File: src/rtl/pong_pkg.sv
// Shared types and constants for the pong round sequencer.
package pong_pkg;

    localparam int X_W = 10;
    localparam int Y_W = 9;

    localparam logic [2:0] ST_IDLE  = 3'd0;
    localparam logic [2:0] ST_SERVE = 3'd1;
    localparam logic [2:0] ST_PLAY  = 3'd2;
    localparam logic [2:0] ST_POINT = 3'd3;
    localparam logic [2:0] ST_OVER  = 3'd4;

    localparam logic [1:0] WIN_NONE = 2'd0;
    localparam logic [1:0] WIN_P1   = 2'd1;
    localparam logic [1:0] WIN_P2   = 2'd2;

    typedef struct packed {
        logic [X_W-1:0] x;
        logic [Y_W-1:0] y;
    } ball_pos_t;

    function automatic logic is_point(input logic [1:0] w);
        return (w == WIN_P1) || (w == WIN_P2);
    endfunction

endpackage

File: src/rtl/round_timer.sv
// Up-counter with clear and increment-enable; done_o flags the increment that
// completes LIMIT counts, at which point the counter wraps back to zero.
module round_timer #(
    parameter int unsigned LIMIT = 4
) (
    input  logic clock_i,
    input  logic reset_ni,
    input  logic clr_i,
    input  logic inc_i,
    output logic done_o
);
    localparam int W = (LIMIT > 1) ? $clog2(LIMIT) : 1;

    logic [W-1:0] count_q, count_d;

    always_comb begin
        done_o  = inc_i && (count_q == W'(LIMIT - 1));
        count_d = count_q;
        if (clr_i || done_o) begin
            count_d = '0;
        end else if (inc_i) begin
            count_d = count_q + W'(1);
        end
    end

    always_ff @(posedge clock_i or negedge reset_ni) begin
        if (!reset_ni) begin
            count_q <= '0;
        end else begin
            count_q <= count_d;
        end
    end

endmodule

File: src/rtl/game_round_ctrl.sv
// Game sequencer: serve/play/point/over, score keeping, CPU reset and enable,
// and a per-frame latch of the ball position for the display.
// state | meaning
// IDLE  | waiting for start, CPU in reset
// SERVE | CPU held in reset for SERVE_CYCLES before a rally
// PLAY  | CPU running, watching winner code
// POINT | freeze for POINT_FRAMES frames after a point
// OVER  | target score reached, waiting for restart
module game_round_ctrl
    import pong_pkg::*;
#(
    parameter int unsigned SERVE_CYCLES = 50000000,
    parameter int unsigned POINT_FRAMES = 60,
    parameter int unsigned WIN_SCORE    = 7,
    parameter int unsigned SCORE_W      = 4
) (
    input  logic               clock_i,
    input  logic               reset_ni,
    input  logic               start_i,
    input  logic               pause_i,
    input  logic               frame_tick_i,
    input  logic [1:0]         winner_i,
    input  logic [X_W-1:0]     ball_x_i,
    input  logic [Y_W-1:0]     ball_y_i,
    output logic               cpu_reset_o,
    output logic               cpu_en_o,
    output logic [X_W-1:0]     ball_x_disp_o,
    output logic [Y_W-1:0]     ball_y_disp_o,
    output logic [SCORE_W-1:0] score_p1_o,
    output logic [SCORE_W-1:0] score_p2_o,
    output logic [1:0]         last_winner_o,
    output logic               game_over_o,
    output logic [2:0]         state_dbg_o
);
    localparam logic [SCORE_W-1:0] WIN_S = SCORE_W'(WIN_SCORE);

    logic [2:0]         state_q, state_d;
    logic [SCORE_W-1:0] p1_q, p1_d, p2_q, p2_d;
    logic [1:0]         lw_q, lw_d;
    ball_pos_t          disp_q;
    logic               cpu_reset_q, cpu_en_q, game_over_q;
    logic               serve_clr, serve_done, point_clr, point_done;

    round_timer #(.LIMIT(SERVE_CYCLES)) u_serve_timer (
        .clock_i  (clock_i),
        .reset_ni (reset_ni),
        .clr_i    (serve_clr),
        .inc_i    (state_q == ST_SERVE),
        .done_o   (serve_done)
    );

    round_timer #(.LIMIT(POINT_FRAMES)) u_point_timer (
        .clock_i  (clock_i),
        .reset_ni (reset_ni),
        .clr_i    (point_clr),
        .inc_i    ((state_q == ST_POINT) && frame_tick_i),
        .done_o   (point_done)
    );

    always_comb begin
        state_d   = state_q;
        p1_d      = p1_q;
        p2_d      = p2_q;
        lw_d      = lw_q;
        serve_clr = 1'b0;
        point_clr = 1'b0;
        case (state_q)
            ST_IDLE, ST_OVER: begin
                if (start_i) begin
                    state_d   = ST_SERVE;
                    p1_d      = '0;
                    p2_d      = '0;
                    lw_d      = WIN_NONE;
                    serve_clr = 1'b1;
                end
            end
            ST_SERVE: begin
                if (serve_done) state_d = ST_PLAY;
            end
            ST_PLAY: begin
                // Scoring only here, so a winner code left set by the regfile cannot recount.
                if (is_point(winner_i)) begin
                    lw_d = winner_i;
                    if (winner_i == WIN_P1) p1_d = p1_q + SCORE_W'(1);
                    else                    p2_d = p2_q + SCORE_W'(1);
                    if ((p1_d == WIN_S) || (p2_d == WIN_S)) begin
                        state_d = ST_OVER;
                    end else begin
                        state_d   = ST_POINT;
                        point_clr = 1'b1;
                    end
                end
            end
            ST_POINT: begin
                if (point_done) begin
                    state_d   = ST_SERVE;
                    serve_clr = 1'b1;
                end
            end
            default: state_d = ST_IDLE;
        endcase
    end

    always_ff @(posedge clock_i or negedge reset_ni) begin
        if (!reset_ni) begin
            state_q     <= ST_IDLE;
            p1_q        <= '0;
            p2_q        <= '0;
            lw_q        <= WIN_NONE;
            disp_q      <= '0;
            cpu_reset_q <= 1'b1;
            cpu_en_q    <= 1'b0;
            game_over_q <= 1'b0;
        end else begin
            state_q     <= state_d;
            p1_q        <= p1_d;
            p2_q        <= p2_d;
            lw_q        <= lw_d;
            cpu_reset_q <= (state_d != ST_PLAY);
            cpu_en_q    <= (state_d == ST_PLAY) && !pause_i;
            game_over_q <= (state_d == ST_OVER);
            if ((state_q == ST_PLAY) && frame_tick_i) begin
                disp_q <= '{x: ball_x_i, y: ball_y_i};
            end
        end
    end

    assign cpu_reset_o   = cpu_reset_q;
    assign cpu_en_o      = cpu_en_q;
    assign ball_x_disp_o = disp_q.x;
    assign ball_y_disp_o = disp_q.y;
    assign score_p1_o    = p1_q;
    assign score_p2_o    = p2_q;
    assign last_winner_o = lw_q;
    assign game_over_o   = game_over_q;
    assign state_dbg_o   = state_q;

endmodule

File: config.mk
export PLATFORM = sky130hd
export DESIGN_NAME = game_round_ctrl
export DESIGN_NICKNAME = d
export VERILOG_FILES = /design/src/rtl/pong_pkg.sv /design/src/rtl/round_timer.sv /design/src/rtl/game_round_ctrl.sv
export SDC_FILE = /design/constraint.sdc
export NUM_CORES = 1
export LEC_CHECK = 0
export BUFFER_PORTS_ARGS = -buffer_cell sky130_fd_sc_hd__buf_4
export CAP_MARGIN = 20
export CORE_MARGIN = 2
export CORE_UTILIZATION = 45
export CTS_BUF_LIST = sky130_fd_sc_hd__clkbuf_4 sky130_fd_sc_hd__clkbuf_8
export DETAILED_ROUTE_END_ITERATION = 8
export PLACE_DENSITY = 0.75
export SKIP_LAST_GASP = 1
export SLEW_MARGIN = 20
export SYNTH_ARGS = -nofsm -noshare
export SYNTH_HDL_FRONTEND = slang
export SYNTH_SLANG_ARGS = --single-unit
File: constraint.sdc
create_clock -name clock_i -period 6 [get_ports clock_i]
set_clock_uncertainty 0.2 [all_clocks]
set_input_delay 0.6 -clock clock_i [delete_from_list [all_inputs] [get_ports clock_i]]
set_output_delay 0.6 -clock clock_i [all_outputs]
set_load 0.02 [all_outputs]
# Word-level counts from Yosys, hierarchy flattened
# Cells that the tools add are included.
[op_classes]
add_sub_neg = 4
n_eq_ne = 15
mux = 30
reduce_logical = 16
[ops]
columns = ["op", "n"]
rows = [
  ["2-to-1 mux 26 bit", 2],
  ["2-to-1 mux 4 bit", 9],
  ["adder 26 x 1 -> 26 bit, second input constant", 1],
  ["equality test 26 bit, second input constant", 1],
  ["case mux 4 bit (2 select lines)", 2],
  ["2-to-1 mux 3 bit", 5],
  ["2-to-1 mux 6 bit", 2],
  ["case mux 3 bit (4 select lines)", 1],
  ["equality test 3 x 2 -> 1 bit, second input constant", 3],
  ["adder 4 x 1 -> 4 bit, second input constant", 2],
  ["equality test 4 x 3 -> 1 bit, second input constant", 2],
  ["adder 6 x 1 -> 6 bit, second input constant", 1],
  ["equality test 3 bit, second input constant", 2],
  ["equality test 6 bit, second input constant", 1],
  ["nonzero test 2 bit", 3],
  ["logical AND 1 bit", 5],
  ["2-to-1 mux 1 bit", 5],
  ["logical OR 1 bit", 4],
  ["2-to-1 mux 2 bit", 2],
  ["inequality test 2 bit, second input constant", 2],
  ["case mux 2 bit (2 select lines)", 1],
  ["equality test 3 x 1 -> 1 bit, second input constant", 1],
  ["logical NOT 3 bit", 1],
  ["inequality test 3 x 2 -> 1 bit, second input constant", 1],
  ["other kinds (6)", 6],
]
[word_totals]
reg_bits = 67
in_bits = 26
wordCells = 76

# Logic depth before layout (Yosys ltp)
[logic_depth]
ltp_word = 11
ltp_mapped = 8

# Hierarchy
# From an unflattened synthesis, not the netlist that was laid out.
[hier_totals]
hier_cells = 313
hier_area_um2 = 3334.4
[by_module_without_submodules]
columns = ["module", "instances", "cells_each", "area_each_um2", "seq_area_each_um2"]
rows = [
  ["game_round_ctrl", 1, 135, 1622.8, 877.1],
  ["round_timer at u_serve_timer", 1, 149, 1416.4, 650.6],
  ["round_timer at u_point_timer", 1, 29, 295.3, 150.1],
]

# Worst setup path after synthesis
# No wires, ideal clock.
[synth_path]
kind = "input -> register"
start = "in winner_i[1]"
end = "reg cpu_reset_q, in the netlist cpu_reset_o"
t_arrival_ns = 2.082
required_time_ns = 5.706
slack_ns = 3.624
path_stages = 7
cell_sequence = "inv_1 -> ha_1 -> clkbuf_2 -> inv_1 -> o32ai_1 -> nor4_4 -> or4_1"
[synth_via]
elab_chain_cells = 10
[synth_rtl]
columns = ["item", "line", "rtl"]
rows = [
  ["from (decl)", "game_round_ctrl.sv:22", "input logic [1:0] winner_i,"],
  ["equality test 2 x 1 -> 1 bit", "pong_pkg.sv:23, game_round_ctrl.sv:84", ""],
  ["2-to-1 mux 4 bit", "game_round_ctrl.sv:84", "if (winner_i == WIN_P1) p1_d = p1_q + SCORE_W'(1);"],
  ["2-to-1 mux 4 bit", "game_round_ctrl.sv:82", "if (is_point(winner_i)) begin"],
  ["2-to-1 mux 4 bit", "game_round_ctrl.sv:67", "case (state_q)"],
  ["equality test 4 x 3 -> 1 bit", "game_round_ctrl.sv:86", "if ((p1_d == WIN_S) || (p2_d == WIN_S)) begin"],
  ["logical OR 1 bit", "game_round_ctrl.sv:86", ""],
  ["2-to-1 mux 3 bit", "game_round_ctrl.sv:86", ""],
  ["2-to-1 mux 3 bit *", "game_round_ctrl.sv:82", ""],
  ["case mux 3 bit (4 select lines) *", "game_round_ctrl.sv:67", ""],
  ["inequality test 3 x 2 -> 1 bit *", "game_round_ctrl.sv:119", "cpu_reset_q <= (state_d != ST_PLAY);"],
  ["to (signal assigned)", "game_round_ctrl.sv:119", ""],
  ["to (decl)", "game_round_ctrl.sv:41", "logic cpu_reset_q, cpu_en_q, game_over_q;"],
]
# Mark *: on every way between the ends. The rest lies on a longest branch, timed or not. The select of a mux whose other input is x is not followed.
# A chain may end at the register's enable or synchronous reset.

# Worst setup path in the final report
[layout_path]
start = "reg state_q[1], in the netlist state_dbg_o[1]"
end = "reg u_serve_timer.count_q[1]"
[layout_via]
elab_chain_cells = 7
[layout_rtl]
columns = ["item", "line", "rtl"]
rows = [
  ["from (decl)", "game_round_ctrl.sv:37", "logic [2:0] state_q, state_d;"],
  ["from (signal assigned)", "game_round_ctrl.sv:115", "state_q <= state_d;"],
  ["equality test 3 x 2 -> 1 bit", "game_round_ctrl.sv:56, game_round_ctrl.sv:67", ""],
  ["logical AND 1 bit", "game_round_ctrl.sv:56", ".inc_i ((state_q == ST_POINT) && frame_tick_i),"],
  ["logical AND 1 bit", "round_timer.sv:17", "done_o = inc_i && (count_q == W'(LIMIT - 1));"],
  ["2-to-1 mux 1 bit", "game_round_ctrl.sv:95", "if (point_done) begin"],
  ["case mux 1 bit (2 select lines)", "game_round_ctrl.sv:67", ""],
  ["logical OR 1 bit", "round_timer.sv:19", "if (clr_i || done_o) begin"],
  ["2-to-1 mux 26 bit or nonzero test 2 bit (tied branches)", "n/a", ""],
  ["to (signal assigned)", "round_timer.sv:30", "count_q <= count_d;"],
  ["to (decl)", "round_timer.sv:14", "logic [W-1:0] count_q, count_d;"],
]
# Several ways; a longest one is shown, not always the timed one.

==> flow_summary.yaml <==
outcome:
  outcome: "finished clean"
placed_design:
  place.detailed.hpwl_um: 4710
  gpl.final_weighted_congestion: 0.791
  placement.io_buffers: 60
  preCtsSetupSlack_ps: 2560
clock_tree:
  postCtsSetupRepairBufs: 0
  cts_max_path_buffers: 2
  numClockSinks: 67
  path_clk_slew_ps: 70
  clock_insertion_delay_worst_skew_ps: 340
  cts.repair.resized: 0
  cts_hold_repair.buffers: 0
  cts_root_buf: "sky130_fd_sc_hd__clkbuf_8"
  number_of_levels_the_h_tree_was_split_into: 3
  numCtsBuffers: 9
  tritoncts_clock_tree: "yes"
cells_and_area:
  syn2layout_area_growth_pct: 21.7
  proportion_of_layout_cells_with_a_drive_suffix_above_1_pct: 28.1
  utilization_pct: 56.8
  diodes: 0
  num-nets-final: 410
yosys:
  syn-cell-area_um2: 3400
  synth.ff_latch_count: 67
  avg_cell_area_syn_um2: 10.5
  yosys_warnings: 0
  synth_common_cells: "66 x sky130_fd_sc_hd__dfrtp_1, 39 x sky130_fd_sc_hd__nor2_1, 25 x sky130_fd_sc_hd__nand2_1, 23 x sky130_fd_sc_hd__xnor2_1, 19 x sky130_fd_sc_hd__mux2_2"
  synthDistinctLibCells: 53
  synth_sequential_area_ratio_pct: 49.3
  async_flop_share_pct: 100
  synthesis.nets: 354
  yosys-top-cells-area: "sky130_fd_sc_hd__dfrtp_1 49%, sky130_fd_sc_hd__mux2_2 6.3%, sky130_fd_sc_hd__xnor2_1 5.9%"
  yosysMostFrequentCell: "sky130_fd_sc_hd__dfrtp_1"
  yosysTopAreaCellShare_pct: 48.5
  synth.largest_area_cell: "sky130_fd_sc_hd__dfrtp_1"
  postSynthCellCount: 323
  synthFlopType: "sky130_fd_sc_hd__dfrtp_1"
  synth_edf_count: 0
drt:
  number_of_search_and_repair_iterations_in_the_first_detailed_routing_pass: 5
  post_drt_via_cell_ratio: 5.49
  drtIter0Drc: 140
  drt.antenna.violating_nets: 0
  wl_per_cell_um: 14.4
  detailroute.via_count: 2651
  drc: 0
  routed_wl_um: 6980
worst_hold_path:
  hold_path_class: "input pin to async pin"
floorplanning:
  dieArea_um2: 8270
  chipHeight_um: 91.0
  fp-row-count: 31
  die_x_um: 91.0
  start_util_pct: 46.7
  ios: 61
  floorplan.core_area_um2: 7290
grt:
  grt-ovfl-total: 0
  grt_max_degree: 68
  global_route_wire_length_before_repair_um: 12200
  grt_antenna_before_repair: 0
  grt_util_all_layers_pct: 18.1
  grt_pass1_vias: 2609
sta:
  period_needed_ps: 2880
  final_period_util_pct: 48.1
  max_freq_mhz: 347
  unrepaired_setup_endpoints_after_global_routing: "no"
  hold_viol_final: 0
  final-max-slew-violation-count: 0
  transition_time_of_the_tightest_slew_check_pin_ps: 850
  timing.slew.headroom_pct: 43.2
  finalSetupViolations: 0
  postLayoutSetupSlackWorst_ps: 3120
  accumulated_negative_setup_slack_ps: 0
critical_path:
  worst-setup-path-type: "flip-flop to flip-flop"
  crit_family: "simple AND/OR/NAND/NOR gates"
  worst_ep_arrival_time_ps: 2930
  critical_path.slowest_cell: "sky130_fd_sc_hd__nand2_1"
  critical_path.max_stage_delay_ps: 710
  required_ps: 6050
  timing.critical_path.from_type: "flip-flop"
  critical_path.cell_chain: "and4b_1 -> a31oi_4 -> nand2_1 -> a21oi_1"
  timing.critical_path.buf_inv: 0
  worstPathMaxFanout: 26
  endpoint_kind: "flip-flop"
power_and_ir_drop:
  cellPowerDensity_nw_per_um2: 401
  vdd_ir_drop_max_mv: 0.145
  power_w: 0.00166
  leakagePower_nw: 1.80
flow_run:
  timing.max_cap.violations: 0
-- cell type report --
cell class | count | area (um^2)
timing repair buffer | 60 | 450
multi-input combinational | 232 | 1610
clock buffer | 9 | 124
tap | 99 | 124
inverter | 9 | 33.8
clock inverter | 7 | 116
sequential | 67 | 1680
fill | 637 | 3150
-- flip-flops by register name, summed over array words and instances (netlist names) --
signal,flops
ball_x_disp_o,10
u_point_timer.count_q,6
cpu_en_o,1
cpu_reset_o,1
state_dbg_o,3
ball_y_disp_o,9
last_winner_o,2
game_over_o,1
u_serve_timer.count_q,26
score_p2_o,4
score_p1_o,4
-- path summary, 6_finish.rpt --
path	to	start	cells after the start	slack (ps)
setup reg to reg	u_serve_timer.count_q[1]	state_dbg_o[1]	4	3120
min in group clock_i	cpu_en_o	pause_i	2	210
hold reg to reg	last_winner_o[1]	last_winner_o[1]	2	290
setup / recovery	u_serve_timer.count_q[1]	state_dbg_o[1]	4	3120
max in group asynchronous	u_serve_timer.count_q[9]	reset_ni	1	4910
hold / removal	u_serve_timer.count_q[0]	reset_ni	1	150
-- kinds of logic (layout without fill, tap and decap cells) --
group / after synthesis / in the layout / synth area share (%)
compound gates: 58 / 58 / 13.1
xor+xnor: 28 / 28 / 7.21
fa+ha+maj: 5 / 5 / 1.84
buf+inv: 24 / 85 / 3.53
flops: 67 / 67 / 49.3
mux: 19 / 19 / 6.29
simple gates: 122 / 122 / 18.7
-- power by group --
part           internal, W  total, W  switching, W
sequential        0.000571  0.000668     0.0000966
combinational     0.000252  0.000543      0.000291
clock             0.000275  0.000451      0.000176
total              0.00110   0.00166      0.000563
-- placed cells by master, fill, tap and decap left out, types with 3 or more instances in the layout --
cell and n:
sky130_fd_sc_hd__inv_1 9, sky130_fd_sc_hd__nor3_1 7, sky130_fd_sc_hd__nor2_1 39, sky130_fd_sc_hd__o21ai_0 8, sky130_fd_sc_hd__nand4_1 6, sky130_fd_sc_hd__dfrtp_1 66
sky130_fd_sc_hd__nand2_1 25, sky130_fd_sc_hd__bufinv_16 3, sky130_fd_sc_hd__a2111oi_2 6, sky130_fd_sc_hd__and4b_1 3, sky130_fd_sc_hd__clkbuf_8 9, sky130_fd_sc_hd__buf_4 60
sky130_fd_sc_hd__xor2_1 5, sky130_fd_sc_hd__mux2_2 19, sky130_fd_sc_hd__ha_1 5, sky130_fd_sc_hd__a211oi_1 9, sky130_fd_sc_hd__xnor2_1 23, sky130_fd_sc_hd__or4_1 3
sky130_fd_sc_hd__and3_1 6, sky130_fd_sc_hd__a2111oi_0 3, sky130_fd_sc_hd__o22ai_1 3, sky130_fd_sc_hd__nand3_1 14, sky130_fd_sc_hd__a21oi_1 12
-- worst register-to-register path, delay by kind of cell (launching register included) --
kind             cells  cell delay (ps)
AND/OR/NAND/NOR      2             1080
AO/OA/AOI/OAI        2              960
flip-flops           1              540
-- per-layer routing --
layer  up-vias  wire length (um)  GRT usage (%)
li1       1279                 -              -
met1      1300              3150           23.4
met2        62              3430           29.5
met3        10               308           4.65
met4         0                94           6.19
met5         -                 0              0
-- through the flow --
step	instances	area, um^2	hold WS, ps
detailed placement	467	3890	281
CTS	483	4130	197
finish	483	4140	145
global route	483	4140	197
floorplan	323	3400	104
global placement	467	3890	265
Note: power is estimated with default switching activity, not from simulation.
